--- src/rtl/exc_sequencer.sv ---
// Exception/interrupt sequencer in front of CP0: prioritises sources, pulses the
// interrupt code, writes EPC, drains the pipeline and redirects to the handler.
module exc_sequencer #(
   parameter int FLUSH_CYCLES = 2,
   parameter int SYNC_STAGES  = 2
) (
   input  logic        clk,
   input  logic        rst,
   input  logic        ExtIrq,
   input  logic        IllInst,
   input  logic        Overflow,
   input  logic        Eret,
   input  logic        InstValid,
   input  logic [31:0] ExcPc,
   input  logic [31:0] StatusData,
   input  logic [31:0] EpcData,
   input  logic [31:0] InterruptPc,
   input  logic        MtcWe,
   input  logic [4:0]  MtcAddr,
   input  logic [31:0] MtcData,
   output logic [1:0]  Interrupt,
   output logic        CpWe,
   output logic [4:0]  CpWAddr,
   output logic [31:0] CpWData,
   output logic        Flush,
   output logic        Stall,
   output logic        PcRedirect,
   output logic [31:0] RedirectPc,
   output logic        Busy
);

   localparam logic [2:0] S_IDLE     = 3'd0;
   localparam logic [2:0] S_LATCH    = 3'd1;
   localparam logic [2:0] S_FLUSH    = 3'd2;
   localparam logic [2:0] S_REDIRECT = 3'd3;
   localparam logic [2:0] S_ERET     = 3'd4;

   localparam logic [3:0] CNT_LAST   = 4'(FLUSH_CYCLES - 1);
   localparam logic [4:0] ADDR_STAT  = 5'd12;
   localparam logic [4:0] ADDR_EPC   = 5'd14;

   logic [2:0]             state_reg, state_next;
   logic [SYNC_STAGES-1:0] sync_reg;
   logic [1:0]             code_reg;
   logic [31:0]            pc_reg;
   logic [31:0]            vec_reg;
   logic                   keep_reg;
   logic [3:0]             cnt_reg;

   logic        ext_sync;
   logic        ie, exl;
   logic        exc_take, eret_take;
   logic [1:0]  exc_code;

   logic [1:0]  int_c;
   logic        we_c, flush_c, stall_c, redir_c;
   logic [4:0]  waddr_c;
   logic [31:0] wdata_c, rpc_c;

   assign ext_sync = sync_reg[SYNC_STAGES-1];
   assign ie       = StatusData[0];
   assign exl      = StatusData[1];

   always_comb begin
      exc_code = 2'b00;
      if (IllInst)
         exc_code = 2'b10;
      else if (Overflow)
         exc_code = 2'b11;
      else if (ext_sync && ie && !exl)
         exc_code = 2'b01;
   end

   assign exc_take  = InstValid && (exc_code != 2'b00);
   assign eret_take = InstValid && Eret;

   always_ff @(posedge clk or negedge rst) begin
      if (!rst) begin
         state_reg <= S_IDLE;
         sync_reg  <= '0;
         code_reg  <= 2'b00;
         pc_reg    <= '0;
         vec_reg   <= '0;
         keep_reg  <= 1'b0;
         cnt_reg   <= '0;
      end else begin
         state_reg <= state_next;
         sync_reg  <= {sync_reg[SYNC_STAGES-2:0], ExtIrq};
         case (state_reg)
            S_IDLE: begin
               if (exc_take) begin
                  code_reg <= exc_code;
                  pc_reg   <= ExcPc;
                  keep_reg <= exl;
               end
            end
            // CP0 presents the handler vector only while Interrupt is driven.
            S_LATCH: begin
               vec_reg <= InterruptPc;
               cnt_reg <= '0;
            end
            S_FLUSH:  cnt_reg <= cnt_reg + 4'd1;
            default: ;
         endcase
      end
   end

   always_comb begin
      state_next = state_reg;
      int_c      = 2'b00;
      we_c       = 1'b0;
      waddr_c    = '0;
      wdata_c    = '0;
      flush_c    = 1'b0;
      stall_c    = 1'b0;
      redir_c    = 1'b0;
      rpc_c      = '0;
      case (state_reg)
         S_IDLE: begin
            we_c    = MtcWe;
            waddr_c = MtcAddr;
            wdata_c = MtcData;
            if (exc_take)
               state_next = S_LATCH;
            else if (eret_take)
               state_next = S_ERET;
         end
         S_LATCH: begin
            int_c      = code_reg;
            stall_c    = 1'b1;
            state_next = S_FLUSH;
         end
         S_FLUSH: begin
            stall_c = 1'b1;
            flush_c = 1'b1;
            // A nested exception must not overwrite the outer EPC.
            if (cnt_reg == 4'd0) begin
               we_c    = !keep_reg;
               waddr_c = ADDR_EPC;
               wdata_c = pc_reg;
            end
            if (cnt_reg == CNT_LAST)
               state_next = S_REDIRECT;
         end
         S_REDIRECT: begin
            redir_c    = 1'b1;
            rpc_c      = vec_reg;
            state_next = S_IDLE;
         end
         S_ERET: begin
            we_c       = 1'b1;
            waddr_c    = ADDR_STAT;
            wdata_c    = StatusData & ~32'h2;
            redir_c    = 1'b1;
            rpc_c      = EpcData;
            flush_c    = 1'b1;
            state_next = S_IDLE;
         end
         default: state_next = S_IDLE;
      endcase
   end

   // Outputs are forced low for the whole reset interval, including the MTC0 bypass.
   assign Interrupt  = int_c   & {2{rst}};
   assign CpWe       = we_c    & rst;
   assign CpWAddr    = waddr_c & {5{rst}};
   assign CpWData    = wdata_c & {32{rst}};
   assign Flush      = flush_c & rst;
   assign Stall      = stall_c & rst;
   assign PcRedirect = redir_c & rst;
   assign RedirectPc = rpc_c   & {32{rst}};
   assign Busy       = rst && (state_reg != S_IDLE);

endmodule

--- config.mk ---
export PLATFORM = sky130hd
export DESIGN_NAME = exc_sequencer
export DESIGN_NICKNAME = d
export VERILOG_FILES = /design/src/rtl/exc_sequencer.sv
export SDC_FILE = /design/constraint.sdc
export NUM_CORES = 1
export LEC_CHECK = 0
export CORE_UTILIZATION = 40
export CTS_BUF_LIST = sky130_fd_sc_hd__clkbuf_2
export DETAILED_ROUTE_END_ITERATION = 10
export MAX_ROUTING_LAYER = met4
export PLACE_DENSITY = 0.93
export SKIP_LAST_GASP = 1
export SLEW_MARGIN = 20
export SYNTH_ARGS = -nofsm -noshare
export SYNTH_HDL_FRONTEND = slang
export SYNTH_SLANG_ARGS = --single-unit
export TNS_END_PERCENT = 5
--- constraint.sdc ---
create_clock -name clk -period 3.91 [get_ports clk]
set_input_delay 0.782 -clock clk [delete_from_list [all_inputs] [get_ports clk]]
set_output_delay 0.782 -clock clk [all_outputs]
set_load 0.05 [all_outputs]
==> results of run 1 <==
metal layers:
metal  up-vias  part of all wire
li1       1817                 -
met1      1936              0.38
met2       146              0.54
met3        21             0.057
met4         0             0.017
met5         -                 0
path summary, 6_finish.rpt:
check                                  start              to  slack [ns]  cells past startpoint
worst max register to register  state_reg[2]       pc_reg[3]        1.20                      5
max in group asynchronous                rst     vec_reg[22]        3.04                      2
worst max-delay path            state_reg[2]  RedirectPc[21]        0.19                      5
worst min register to register   sync_reg[0]     sync_reg[1]        0.39                      0
min in group clk                 sync_reg[0]     sync_reg[1]        0.39                      0
worst min-delay path                     rst    state_reg[0]        0.18                      1
layout make-up:
type,instances,area [um2]
clock buffer,10,50.0
fill,741,3080
inverter,5,18.8
clock inverter,6,88.8
tap,136,170
timing repair buffer,261,2880
multi-input combinational,247,2280
sequential,76,1900
per-stage QoR:
stage / instance area, um2 / setup WS [ns]
floorplan: 4370 / 0.755
global placement: 7250 / 0.693
detailed placement: 7250 / 0.613
CTS: 7380 / 0.135
global route: 7390 / -0.00136
finish: 7390 / 0.193
Yosys cell counts, types with 2 or more instances:
library cell / number
sky130_fd_sc_hd__and3_1: 4
sky130_fd_sc_hd__dfrtp_1: 76
sky130_fd_sc_hd__o21bai_1: 3
sky130_fd_sc_hd__buf_6: 2
sky130_fd_sc_hd__nor3_1: 3
sky130_fd_sc_hd__nor2b_1: 34
sky130_fd_sc_hd__mux2i_1: 32
sky130_fd_sc_hd__o21ai_0: 3
sky130_fd_sc_hd__nand2b_1: 3
sky130_fd_sc_hd__buf_2: 5
sky130_fd_sc_hd__buf_1: 4
sky130_fd_sc_hd__a22o_1: 3
sky130_fd_sc_hd__ha_1: 3
sky130_fd_sc_hd__mux2_2: 38
sky130_fd_sc_hd__inv_1: 5
sky130_fd_sc_hd__nand3_1: 2
sky130_fd_sc_hd__a21oi_1: 3
sky130_fd_sc_hd__mux2_4: 27
sky130_fd_sc_hd__o21a_1: 2
sky130_fd_sc_hd__a22oi_1: 33
sky130_fd_sc_hd__nor3b_1: 3
sky130_fd_sc_hd__nor2_1: 5
sky130_fd_sc_hd__o2bb2ai_1: 31
sky130_fd_sc_hd__clkbuf_1: 18
sky130_fd_sc_hd__buf_12: 2
sky130_fd_sc_hd__a211oi_1: 2
power by group:
part | total (uW) | switching (uW) | leakage, uW | internal, uW
clock | 487 | 274 | 0.0000781 | 214
sequential | 1440 | 273 | 0.000899 | 1170
combinational | 2450 | 1200 | 0.00188 | 1250
total | 4380 | 1750 | 0.00286 | 2630
cells by family after synthesis:
kind of cell	Yosys count	synth area share
compound gates	85	0.155
xor+xnor	1	0.00201
fa+ha+maj	3	0.00859
buf+inv	37	0.0467
flops	76	0.435
mux	97	0.264
simple gates	61	0.0882
what timing repair did:
| action | CTS | global route |
|---|---|---|
| endpoints found under the setup margin | 1 | 2 |
| gates cloned | 0 | 0 |
| hold buffers | 0 | 0 |
| resized for setup | 1 | 1 |
| buffers inserted | 0 | 0 |
| hold endpoints to repair | 0 | 0 |
==> impl_summary.txt, run 1 <==
----------------------------------------------------
[Status]
  Status ... finished, final reports clean

[GRT]
  Met1 track demand over resource ... 0.268
  Gr busiest metal ... met2
  Total gr overflow ... 0
  Largest net degree at the start of global routing ... between 40 and 50
  Antenna violations before repair ... 0
  GRT met2 Usage ... 0.443
  Wire length of the first global-routing pass ... about 21000 um
  GRT met3 Usage ... 0.0564
  Vias in the first global route ... 4173
  Global Route Usage Sum ... 0.244

[Clock tree]
  Buffer type at the clock tree root ... sky130_fd_sc_hd__clkbuf_2
  Number of levels the H-tree was split into ... 3
  Number of buffers on the longest clock path ... 2
  Clock slew at the register clock pins of the worst setup and hold paths ... around 0.22 ns
  Clock insertion delay at the later pin of the skew report ... 0.50 ns
  CTS tree ... yes
  Number of buffers added by the clock tree synthesis step ... 9
  Number of clock sinks ... 76

[Detailed routing]
  Total wire length after detailed routing ... roughly 13000 um
  Vias post-DR ... roughly 3900
  Number of remaining DRC errors ... 0
  Number of nets with antenna violations after detailed routing ... 0
  Number of DRC markers after the initial detailed-route iteration ... 198
  Total iterations of the first detailed-routing run ... 4
  Routed wire per std cell ... 18.1 um
  Average via count per standard cell ... 5.29

[Power]
  Leak pwr ... about 0.0029 uW
  VDD IR max ... slightly below 0.4 mV
  Power density normalized to cell area ... 593 nW/um2
  Power Total ... 4380 uW

[Synth]
  Area share of the leading cell type in the synthesized netlist ... 0.435
  Primary flip-flop cell chosen by synthesis mapping ... sky130_fd_sc_hd__dfrtp_1
  Cell count after synthesis ... between 300 and 400
  Post-synth ARST share ... 1.00
  Total of flip-flops plus latches after synthesis ... 76
  Synthesized Nets ... approximately 540
  Post-Synthesis Cell Area ... 4370 um2
  Avg Inst Size Synth ... approximately 12 um2
  Yosys synthesis warning count ... 0
  Post-synthesis sequential area ratio ... 0.435
  Ranking of synthesized cells by area ... sky130_fd_sc_hd__dfrtp_1, sky130_fd_sc_hd__mux2_2, sky130_fd_sc_hd__mux2_4
  Top cell type by total area after synthesis ... sky130_fd_sc_hd__dfrtp_1
  EDFF count, synth ... 0
  Number of distinct library cells after synthesis ... 40

[STA]
  Final sum of negative setup slack ... 0 ns
  Endpoints failing hold ... 0
  Post-route fraction of the period consumed by the critical path ... 0.951
  Min cycle time layout ... around 3.7 ns
  Clk_skew ... 0.0231 ns
  Fmax ... ~270 MHz
  Slew Viols, Final ... 0
  Setup repair after global routing missed its margin ... yes
  Final setup violating endpoints ... 0
  Final-layout worst hold slack ... around 0.18 ns
  Relative slew slack ... 0.590
  Slew at the pin closest to its max-slew limit ... a little over 0.6 ns

[Die]
  Vertical extent of the die ... 107 um
  I/O pin count ... about 250
  Initial standard-cell utilization of the core ... 0.417
  Rows ... 37
  Die outline area ... 11300 um2
  Placeable Area ... ~10000 um2
  Horizontal die dimension ... around 110 um

[Setup path]
  Kind of end point of the critical path ... output pin
  Top fanout value on the critical path ... 25
  CP max stage cell ... sky130_fd_sc_hd__clkdlybuf4s50_1
  Cell Chain, Critical Path ... nor3b_2, buf_4, a22oi_1, nor2b_1, clkdlybuf4s50_1
  Worst Path Buf+Inv ... 2
  Worst path required time ... between 3 and 4 ns
  Crit path DAT ... around 3 ns
  Family with the most delay on the worst path ... buffers and inverters
  Setup CP Type ... register to output pin
  Critical path's largest stage delay ... ~0.85 ns
  Worst setup SP type ... register

[Final layout]
  Final core occ ... 0.706
  Number of antenna cells inserted ... 0
  Most common library cell in the layout ignoring fill and taps ... sky130_fd_sc_hd__clkdlybuf4s50_1
  Count of non-filler cells in the finished layout ... between 700 and 800
  Number of nets in the final layout ... roughly 780
  Synth-to-layout area growth ... 69.1%
  Commonest non-fill, non-tap cells in the layout ... sky130_fd_sc_hd__clkdlybuf4s50_1, sky130_fd_sc_hd__dfrtp_1, sky130_fd_sc_hd__mux2_2
  Share of final-layout standard cells stronger than drive strength 1 ... 0.230

[Flow run]
  Max-cap violations ... 0

[Place]
  Gpl congestion ... around 0.83
  DP Wirelength ... 10500 um
  Input/output buffers ... between 200 and 250
  Cell Count Post-Placement ... around 730

[Min path]
  Hold/Removal Path Class ... input port to asynchronous set/reset pin

----------------------------------------------------
(Power assumes the default switching activity.)
==> run 2: changes to the inputs <==
--- a/config.mk
+++ b/config.mk
@@ -5,11 +5,13 @@
 export SDC_FILE = /design/constraint.sdc
 export NUM_CORES = 1
 export LEC_CHECK = 0
-export CORE_UTILIZATION = 40
+export CELL_PAD_IN_SITES_DETAIL_PLACEMENT = 1
+export CELL_PAD_IN_SITES_GLOBAL_PLACEMENT = 2
+export CORE_UTILIZATION = 25
 export CTS_BUF_LIST = sky130_fd_sc_hd__clkbuf_2
 export DETAILED_ROUTE_END_ITERATION = 10
 export MAX_ROUTING_LAYER = met4
-export PLACE_DENSITY = 0.93
+export PLACE_DENSITY = 0.95
 export SKIP_LAST_GASP = 1
 export SLEW_MARGIN = 20
 export SYNTH_ARGS = -nofsm -noshare
==> run 2 against run 1 <==
Against the previous run:
- wire length rose by 20%
- cell count increased by 11%
- first-iteration DRC count shrank 27%
- worst hold slack worse by 0.10 ns
- flip-flop and latch count unchanged
- register-to-register slack improved by 0.15 ns
- clock power is 10% lower
- worst setup slack better by 0.22 ns
- maximum frequency up 6.3%
- sequential share of layout area down 1.3 points
- critical path depth rose by 2
- power up 1.4%
==> impl_summary.txt, run 2 (synthesis results as in run 1) <==
----------------------------------------------------
[Place]
  DP Wirelength ... 12600 um (was 10500 um)
  Input/output buffers ... 248 (unchanged)
  Gpl congestion ... 0.769 (was 0.830)
  Worst setup slack before clock tree synthesis ... 0.809 ns (was 0.613 ns)
  Placed cell areas ... 7670 um2 (was 7250 um2)

[Clock tree]
  Number of levels the H-tree was split into ... 3 (unchanged)
  CTS tree ... yes (unchanged)
  Number of buffers added by the clock tree synthesis step ... 9 (unchanged)
  Clock insertion delay at the later pin of the skew report ... 0.55 ns (was 0.50 ns)
  Post-cts sizing count ... 0 (was 1)
  Post-CTS Hold Buffers ... 0 (unchanged)
  Number of clock sinks ... 76 (unchanged)
  Buffer type at the clock tree root ... sky130_fd_sc_hd__clkbuf_2 (unchanged)
  Post-CTS Setup Bufs ... 0 (unchanged)
  Clock slew at the register clock pins of the worst setup and hold paths ... 0.21 ns (was 0.22 ns)
  Number of buffers on the longest clock path ... 2 (unchanged)

[Final layout]
  Most common library cell in the layout ignoring fill and taps ... sky130_fd_sc_hd__clkdlybuf4s50_1 (unchanged)
  Number of nets in the final layout ... 774 (was 776)
  Synth-to-layout area growth ... 78.1% (was 69.1%)
  Share of final-layout standard cells stronger than drive strength 1 ... 0.290 (was 0.230)
  Commonest non-fill, non-tap cells in the layout ... sky130_fd_sc_hd__clkdlybuf4s50_1, sky130_fd_sc_hd__dfrtp_1, sky130_fd_sc_hd__buf_12 (was sky130_fd_sc_hd__clkdlybuf4s50_1, sky130_fd_sc_hd__dfrtp_1, sky130_fd_sc_hd__mux2_2)
  # fillers ... 1796 (was 741)
  Final design instance area without fill ... 7780 um2 (was 7390 um2)
  Final core occ ... 0.463 (was 0.706)

[Die]
  I/O pin count ... 249 (unchanged)
  Rows ... 47 (was 37)
  Vertical extent of the die ... 134 um (was 107 um)
  Die outline area ... 18000 um2 (was 11300 um2)
  Placeable Area ... 16800 um2 (was 10500 um2)
  Initial standard-cell utilization of the core ... 0.260 (was 0.417)
  Horizontal die dimension ... 134 um (was 107 um)

[Min path]
  Hold/Removal Path Class ... input port to asynchronous set/reset pin (unchanged)

[Detailed routing]
  Routed wire per std cell ... 19.5 um (was 18.1 um)
  Number of nets with antenna violations after detailed routing ... 0 (unchanged)
  Average via count per standard cell ... 4.75 (was 5.29)
  Vias post-DR ... 3913 (was 3920)
  Number of DRC markers after the initial detailed-route iteration ... 145 (was 198)
  Total wire length after detailed routing ... 16100 um (was 13400 um)
  Number of remaining DRC errors ... 0 (unchanged)
  Total iterations of the first detailed-routing run ... 4 (unchanged)

[STA]
  Slew at the pin closest to its max-slew limit ... 0.708 ns (was 0.615 ns)
  Final setup violating endpoints ... 0 (unchanged)
  Slew Viols, Final ... 0 (unchanged)
  Fmax ... 286 MHz (was 269 MHz)
  Min cycle time layout ... 3.50 ns (was 3.72 ns)
  Endpoints failing hold ... 0 (unchanged)
  Setup repair after global routing missed its margin ... no (was yes)
  Final worst setup slack ... 0.413 ns (was 0.193 ns)
  Post-route fraction of the period consumed by the critical path ... 0.894 (was 0.951)
  Final sum of negative setup slack ... 0 ns (unchanged)
  Clk_skew ... 0.0256 ns (was 0.0231 ns)
  Relative slew slack ... 0.526 (was 0.590)

[Power]
  Power Total ... 4440 uW (was 4380 uW)
  Power density normalized to cell area ... 571 nW/um2 (was 593 nW/um2)
  Leak pwr ... 0.00299 uW (was 0.00286 uW)
  VDD IR max ... 0.221 mV (was 0.386 mV)

[Setup path]
  Crit path DAT ... 2.71 ns (was 2.94 ns)
  Top fanout value on the critical path ... 31 (was 25)
  Kind of end point of the critical path ... output pin (unchanged)
  Launching element of the worst setup path ... cnt_reg[1] (was state_reg[2])
  Worst setup SP type ... register (unchanged)
  Setup CP Type ... register to output pin (unchanged)
  Critical register-to-register path startpoint ... state_reg[2] (unchanged)
  Worst path required time ... 3.13 ns (about the same)

[Status]
  Status ... finished, final reports clean (unchanged)

[GRT]
  Largest net degree at the start of global routing ... 48 (was 49)
  Global Route Usage Sum ... 0.187 (was 0.244)
  Vias in the first global route ... 4441 (was 4173)
  Antenna violations before repair ... 1 (was 0)
  Total gr overflow ... 0 (unchanged)
  Wire length of the first global-routing pass ... 24900 um (was 21000 um)

[Flow run]
  Max-cap violations ... 0 (unchanged)

----------------------------------------------------
run 2: layout make-up:
class                           instances  area [um2]  area share
Antenna cell                            1        2.50    0.000322
Multi-Input combinational cell        247        2280       0.293
Tap cell                              220         275      0.0354
Timing Repair Buffer                  259        3190       0.410
Sequential cell                        76        1900       0.245
Clock inverter                          5        52.6     0.00676
Clock buffer                           11        55.1     0.00708
Inverter                                5        18.8     0.00241
run 2: critical path: stages (launching register included):
cell and delay (ns):
sky130_fd_sc_hd__dfrtp_1 0.47, sky130_fd_sc_hd__inv_1 0.10, sky130_fd_sc_hd__ha_1 0.17, sky130_fd_sc_hd__or3b_2 0.47, sky130_fd_sc_hd__nor3_2 0.16, sky130_fd_sc_hd__buf_4 0.36
sky130_fd_sc_hd__o2bb2ai_1 0.23, sky130_fd_sc_hd__buf_12 0.18
run 2: path summary, 6_finish.rpt:
path	to	slack (ns)	depth (start not counted)
max	CpWData[17]	0.41	7
min in group clk	sync_reg[1]	0.38	0
max in group asynchronous	pc_reg[2]	2.95	2
min	vec_reg[13]	0.08	1
max reg2reg	pc_reg[2]	1.35	5
min reg2reg	sync_reg[1]	0.38	0
run 2: report_power, final:
group          total [uW]  switching [uW]  internal, uW  leakage [uW]
sequential           1440             276          1170      0.000899
combinational        2560            1240          1330       0.00202
clock                 437             287           150     0.0000733
run 2: routing by layer:
layer	GRT usage	up-vias	part of all wire
met5	-	-	0
met4	0.0449	0	0.016
met3	0.0556	16	0.062
met2	0.341	133	0.55
met1	0.198	1949	0.37
li1	-	1815	-
run 2: through the flow:
| stage | std cells | hold WS [ns] |
|---|---|---|
| after floorplan | 360 | 0.331 |
| after CTS | 823 | 0.000736 |
| after global placement | 807 | 0.336 |
| final | 824 | 0.0768 |
| after global routing | 824 | 0.00626 |
| after detailed placement | 807 | 0.336 |
